**src/rtl/DEFINES_ysyx23060136.sv**
```systemverilog
// Shared widths and the forwarding tracking-entry layout.
package defines_ysyx23060136_pkg;

    localparam int unsigned XLEN   = 32;
    localparam int unsigned GPR_AW = 5;
    localparam int unsigned CSR_AW = 12;

    // One in-flight producer: GPR and CSR write info of a single instruction.
    typedef struct packed {
        logic              valid;
        logic [GPR_AW-1:0] rd;
        logic              rd_wen;
        logic [XLEN-1:0]   data;
        logic              is_load;
        logic [CSR_AW-1:0] csr_waddr;
        logic              csr_wen;
        logic [XLEN-1:0]   csr_wdata;
    } fwd_entry_t;

endpackage

```
**src/rtl/FORWARD_MATCH_ysyx23060136.sv**
```systemverilog
// Per-operand match against the M and W producers; M (youngest) wins.
module FORWARD_MATCH_ysyx23060136
    import defines_ysyx23060136_pkg::*;
(
    input  logic              m_valid,
    input  logic              m_wen,
    input  logic [CSR_AW-1:0] m_addr,
    input  logic [XLEN-1:0]   m_data,
    input  logic              m_is_load,
    input  logic              w_valid,
    input  logic              w_wen,
    input  logic [CSR_AW-1:0] w_addr,
    input  logic [XLEN-1:0]   w_data,
    input  logic [CSR_AW-1:0] src_addr,
    input  logic              skip_zero,
    input  logic [XLEN-1:0]   load_data,
    input  logic              load_valid,
    output logic              hazard_c,
    output logic [XLEN-1:0]   data_c,
    output logic              stall_c
);

    logic src_ok;
    logic m_hit;
    logic w_hit;

    // GPR operands treat index 0 as hard-wired zero; CSRs have no such alias.
    assign src_ok = !skip_zero || (src_addr != '0);
    assign m_hit  = m_valid && m_wen && src_ok && (m_addr == src_addr);
    assign w_hit  = w_valid && w_wen && src_ok && (w_addr == src_addr);

    always_comb begin
        hazard_c = 1'b0;
        data_c   = '0;
        stall_c  = 1'b0;
        if (m_hit) begin
            if (!m_is_load) begin
                hazard_c = 1'b1;
                data_c   = m_data;
            end else if (load_valid) begin
                hazard_c = 1'b1;
                data_c   = load_data;
            end else begin
                stall_c = 1'b1;
            end
        end else if (w_hit) begin
            hazard_c = 1'b1;
            data_c   = w_data;
        end
    end

endmodule

```
**src/rtl/forward_ysyx23060136.sv**
```systemverilog
// Operand forwarding for EXU: tracks MEM/WB producers and selects bypass data.
module forward_ysyx23060136
    import defines_ysyx23060136_pkg::*;
(
    input  logic              clk,
    input  logic              rst,
    input  logic              EXU_fire,
    input  logic [GPR_AW-1:0] EXU_rd,
    input  logic              EXU_rd_wen,
    input  logic [XLEN-1:0]   EXU_result,
    input  logic              EXU_is_load,
    input  logic [CSR_AW-1:0] EXU_csr_waddr,
    input  logic              EXU_csr_wen,
    input  logic [XLEN-1:0]   EXU_csr_wdata,
    input  logic              MEM_fire,
    input  logic              WB_fire,
    input  logic [XLEN-1:0]   MEM_load_data,
    input  logic              MEM_load_valid,
    input  logic [GPR_AW-1:0] EXU_rs1,
    input  logic [GPR_AW-1:0] EXU_rs2,
    input  logic [CSR_AW-1:0] EXU_csr_rs_addr,
    output logic [XLEN-1:0]   FORWARD_rs1_data_EXU,
    output logic [XLEN-1:0]   FORWARD_rs2_data_EXU,
    output logic [XLEN-1:0]   FORWARD_csr_rs_data_EXU,
    output logic              FORWARD_rs1_hazard_EXU,
    output logic              FORWARD_rs2_hazard_EXU,
    output logic              FORWARD_csr_rs_hazard_EXU,
    output logic              FORWARD_stall_EXU
);

    fwd_entry_t m_q;
    fwd_entry_t w_q;
    fwd_entry_t exu_entry;
    fwd_entry_t m_to_w;
    logic       rs1_stall;
    logic       rs2_stall;
    logic       csr_stall;
    logic       unused_w_is_load;

    assign unused_w_is_load = w_q.is_load;

    always_comb begin
        exu_entry           = '0;
        exu_entry.valid     = 1'b1;
        exu_entry.rd        = EXU_rd;
        exu_entry.rd_wen    = EXU_rd_wen;
        exu_entry.data      = EXU_result;
        exu_entry.is_load   = EXU_is_load;
        exu_entry.csr_waddr = EXU_csr_waddr;
        exu_entry.csr_wen   = EXU_csr_wen;
        exu_entry.csr_wdata = EXU_csr_wdata;
    end

    // A load resolves to its returned data as it moves into WB.
    always_comb begin
        m_to_w = m_q;
        if (m_q.is_load) begin
            m_to_w.data = MEM_load_data;
        end
    end

    always_ff @(posedge clk) begin
        if (rst) begin
            m_q <= '0;
            w_q <= '0;
        end else begin
            if (EXU_fire) begin
                m_q <= exu_entry;
            end else if (MEM_fire) begin
                m_q.valid <= 1'b0;
            end
            if (MEM_fire) begin
                w_q <= m_to_w;
            end else if (WB_fire) begin
                w_q.valid <= 1'b0;
            end
        end
    end

    FORWARD_MATCH_ysyx23060136 u_match_rs1 (
        .m_valid    (m_q.valid),
        .m_wen      (m_q.rd_wen),
        .m_addr     (CSR_AW'(m_q.rd)),
        .m_data     (m_q.data),
        .m_is_load  (m_q.is_load),
        .w_valid    (w_q.valid),
        .w_wen      (w_q.rd_wen),
        .w_addr     (CSR_AW'(w_q.rd)),
        .w_data     (w_q.data),
        .src_addr   (CSR_AW'(EXU_rs1)),
        .skip_zero  (1'b1),
        .load_data  (MEM_load_data),
        .load_valid (MEM_load_valid),
        .hazard_c   (FORWARD_rs1_hazard_EXU),
        .data_c     (FORWARD_rs1_data_EXU),
        .stall_c    (rs1_stall)
    );

    FORWARD_MATCH_ysyx23060136 u_match_rs2 (
        .m_valid    (m_q.valid),
        .m_wen      (m_q.rd_wen),
        .m_addr     (CSR_AW'(m_q.rd)),
        .m_data     (m_q.data),
        .m_is_load  (m_q.is_load),
        .w_valid    (w_q.valid),
        .w_wen      (w_q.rd_wen),
        .w_addr     (CSR_AW'(w_q.rd)),
        .w_data     (w_q.data),
        .src_addr   (CSR_AW'(EXU_rs2)),
        .skip_zero  (1'b1),
        .load_data  (MEM_load_data),
        .load_valid (MEM_load_valid),
        .hazard_c   (FORWARD_rs2_hazard_EXU),
        .data_c     (FORWARD_rs2_data_EXU),
        .stall_c    (rs2_stall)
    );

    // CSR write data is known at EXU, so a load never delays a CSR bypass.
    FORWARD_MATCH_ysyx23060136 u_match_csr (
        .m_valid    (m_q.valid),
        .m_wen      (m_q.csr_wen),
        .m_addr     (m_q.csr_waddr),
        .m_data     (m_q.csr_wdata),
        .m_is_load  (1'b0),
        .w_valid    (w_q.valid),
        .w_wen      (w_q.csr_wen),
        .w_addr     (w_q.csr_waddr),
        .w_data     (w_q.csr_wdata),
        .src_addr   (EXU_csr_rs_addr),
        .skip_zero  (1'b0),
        .load_data  (MEM_load_data),
        .load_valid (MEM_load_valid),
        .hazard_c   (FORWARD_csr_rs_hazard_EXU),
        .data_c     (FORWARD_csr_rs_data_EXU),
        .stall_c    (csr_stall)
    );

    assign FORWARD_stall_EXU = rs1_stall || rs2_stall || csr_stall;

    // Retiring a load from MEM before its data has returned is illegal upstream.
    a_load_retire_needs_data : assert property (
        @(posedge clk) disable iff (rst)
        !(MEM_fire && m_q.valid && m_q.is_load && !MEM_load_valid)
    );

endmodule

```
**config.mk**
```make
export PLATFORM = sky130hd
export DESIGN_NAME = forward_ysyx23060136
export DESIGN_NICKNAME = d
export VERILOG_FILES = /design/src/rtl/DEFINES_ysyx23060136.sv /design/src/rtl/FORWARD_MATCH_ysyx23060136.sv /design/src/rtl/forward_ysyx23060136.sv
export SDC_FILE = /design/constraint.sdc
export NUM_CORES = 1
export LEC_CHECK = 0
export CELL_PAD_IN_SITES_DETAIL_PLACEMENT = 0
export CELL_PAD_IN_SITES_GLOBAL_PLACEMENT = 2
export CORE_MARGIN = 2
export CORE_UTILIZATION = 32
export DETAILED_ROUTE_END_ITERATION = 10
export PLACE_DENSITY_LB_ADDON = 0.15
export SLEW_MARGIN = 30
export SYNTH_ARGS = -nofsm -noshare
export SYNTH_HDL_FRONTEND = slang
export SYNTH_HIERARCHICAL = 1
export SYNTH_SLANG_ARGS = --single-unit
```
**constraint.sdc**
```tcl
create_clock -name clk -period 5.9 [get_ports clk]
set_clock_uncertainty 0.1 [all_clocks]
set_input_delay 1.18 -clock clk [delete_from_list [all_inputs] [get_ports clk]]
set_output_delay 1.18 -clock clk [all_outputs]
set_load 0.02 [all_outputs]
```
==> impl_metrics.ini <==
[cts]
root_buffer = clkbuf_16
clkLatencyLatePin_ns = 0.44
cts_made_buffers = 17
ctsHoldBuffers = 0
htree_levels = 4
cts_sinks = 169
post_cts_buffers = 0
cts.path.max_buffers = 2
tritoncts = done
ctsResizeCount = 0
clkTransAtPathRegs_ns = 0.07

[detailed_routing]
viasPerCell = 5.15
drt_iter0_drc = 659
drtPass1Iterations = 8
antenna_left = 0
remaining_drc_errors = 0
wl_mm = 39.8
vias = 10200
wl_per_cell_um = 20.1

[place]
io_buffers = 243
place_hpwl_mm = 25.4
gp_congestion = 0.768

[grt]
grt_max_degree = 95
met3_usage = 0.0424
grt_util_met2 = 0.368
grt.busiest_layer = met2
gr-total-overflow = 0
antenna_found_initial = 2
grt_pass1_wl_mm = 59.8
grtUsageTotal = 0.228
grt_pass1_vias = 9883
use_met1 = 0.312

[die]
dieArea_sq_mm = 0.0347
ios = 244
initial_core_util = 0.326
die_y_um = 186
die_x_um = 186
core-area_sq_mm = 0.0326
num_rows = 66

[flow_run]
drv_cap = 0

[synthesis]
synth_edf_count = 0
synth.avg_cell_area_sq_um = 8.24
synth_top_area_frac = 0.318
ys_seq_area_frac = 0.318
ys_warn_count = 6
async_flop_share = 0
synthTopCellsByArea = dfxtp_1 32%, mux2i_1 16%, a22o_1 7.7%
syn_inst = 1289
syn_area_sq_mm = 0.0106
ys_ff_latch = 169
netlist-cell-type-count = 34
yosysTopAreaCell = dfxtp_1
synth_flop_cell = dfxtp_1

[worst_hold_path]
worstHoldStart = w_q[7]
hold_path_end = w_q[7]
hold_depth = 2
hold_class = reg -> reg

[final_layout]
final_cell_mix = 239 x clkdlybuf4s50_1, 196 x nand2_1, 168 x dfxtp_1
finalNetCount = 1667
area_delta_synth_final_pct = 31.8
num-fill-cells = 3328
antenna_cells = 0
final_common_cell = clkdlybuf4s50_1
drive_above_1_share = 0.0671
post-route-util = 0.430

[sta]
hold_violations = 0
rsz0062_at_grt = no
clock.fmax_mhz = 186
setup_violations = 0
tns_ns = 0
holdWs_ns = 0.392
worst_slew_pin_slew_ns = 3.55
drv_slew = 67
finalCritPeriodShare = 0.912
finalCriticalPeriod_ns = 5.38
maxSlewHeadroom = -1.39

[power_and_ir_drop]
fin_total_pwr_mw = 2.82
ir_worst_vdd_mv = 0.186
powerDensity_mw_per_mm2 = 201
p_leak_nw = 5.05

[worst_setup_path]
required_ns = 4.62
r2r-start = m_q[45]
critPathArrivalTime_ns = 4.10
crit_start = MEM_load_valid
timing.rr.end = w_q[67]
regToRegSetupSlack_ns = 3.95
crit_type = in -> out
end_kind = output pin
reg2reg_depth = 3
startpoint_type = input port
cp_max_fo = 31

[run_status]
outcome = finished with violations
violations = slew limit
[metal layers]
layer  vias to the layer above  part of all wire
li1                       5003                 -
met4                         2             0.018
met3                        45             0.058
met2                       323              0.46
met1                      4806              0.47
met5                         -           0.00040
[cell usage after synthesis (12+ instances only)]
cell type / instances
xor2_1: 12
mux2i_1: 167
a211oi_2: 30
dfxtp_1: 169
clkbuf_1: 66
nand2_1: 196
nand4_1: 12
a21oi_1: 101
buf_4: 12
buf_2: 29
nor2_1: 167
a22o_1: 93
xnor2_1: 60
or4_1: 99
[worst max-delay path by stage]
| stage | to | depth (start not counted) |
|---|---|---|
| floorplan | FORWARD_csr_rs_data_EXU[10] | 6 |
| global placement | FORWARD_rs2_data_EXU[1] | 6 |
| detailed placement | FORWARD_rs1_data_EXU[0] | 8 |
| CTS | FORWARD_rs1_data_EXU[0] | 8 |
| global route | FORWARD_rs1_data_EXU[30] | 8 |
| finish | FORWARD_rs2_data_EXU[31] | 6 |
[worst max-delay path: stages]
cell and delay (ns):
clkdlybuf4s50_1 0.80, and2_2 0.84, a22o_1 0.24, nand2_1 0.06
a21oi_1 0.30, clkdlybuf4s50_1 0.67
[flip-flops by register name, summed over array words and instances, names as in the netlist]
signal / cells
m_q: 85
w_q: 84
[cells by family after synthesis]
kind of cell / after synthesis / synth area share
AND/OR/NAND/NOR: 513 / 0.231
AO/OA/AOI/OAI: 232 / 0.164
flip-flops: 169 / 0.318
multiplexers: 167 / 0.157
buffers and inverters: 134 / 0.0693
XOR/XNOR: 72 / 0.0593
other: 2 / 0.000707
[per-stage QoR]
stage	instances	instance area, sq um	setup slack (ns)
finish	1978	14000	0.517
global route	1978	14000	0.395
CTS	1978	14000	0.509
detailed placement	1946	13500	0.505
global placement	1946	13500	0.543
floorplan	1364	10900	1.81
[final cells by class]
class,count,area (sq um),area share
tap,442,553,0.0395
sequential,169,3380,0.242
inverter,7,26.3,0.00188
multi-input combinational,1061,6830,0.488
clock buffer,21,460,0.0329
clock inverter,11,90.1,0.00643
timing repair buffer,267,2670,0.190
[power breakdown]
group          internal (mW)  total, mW  leakage (nW)  switching [mW]
sequential              1.20       1.26          1.39          0.0600
clock                  0.569       1.09         0.265           0.519
combinational          0.236      0.465          3.40           0.229
total                   2.01       2.82          5.05           0.808
(Power assumes the default switching activity.)
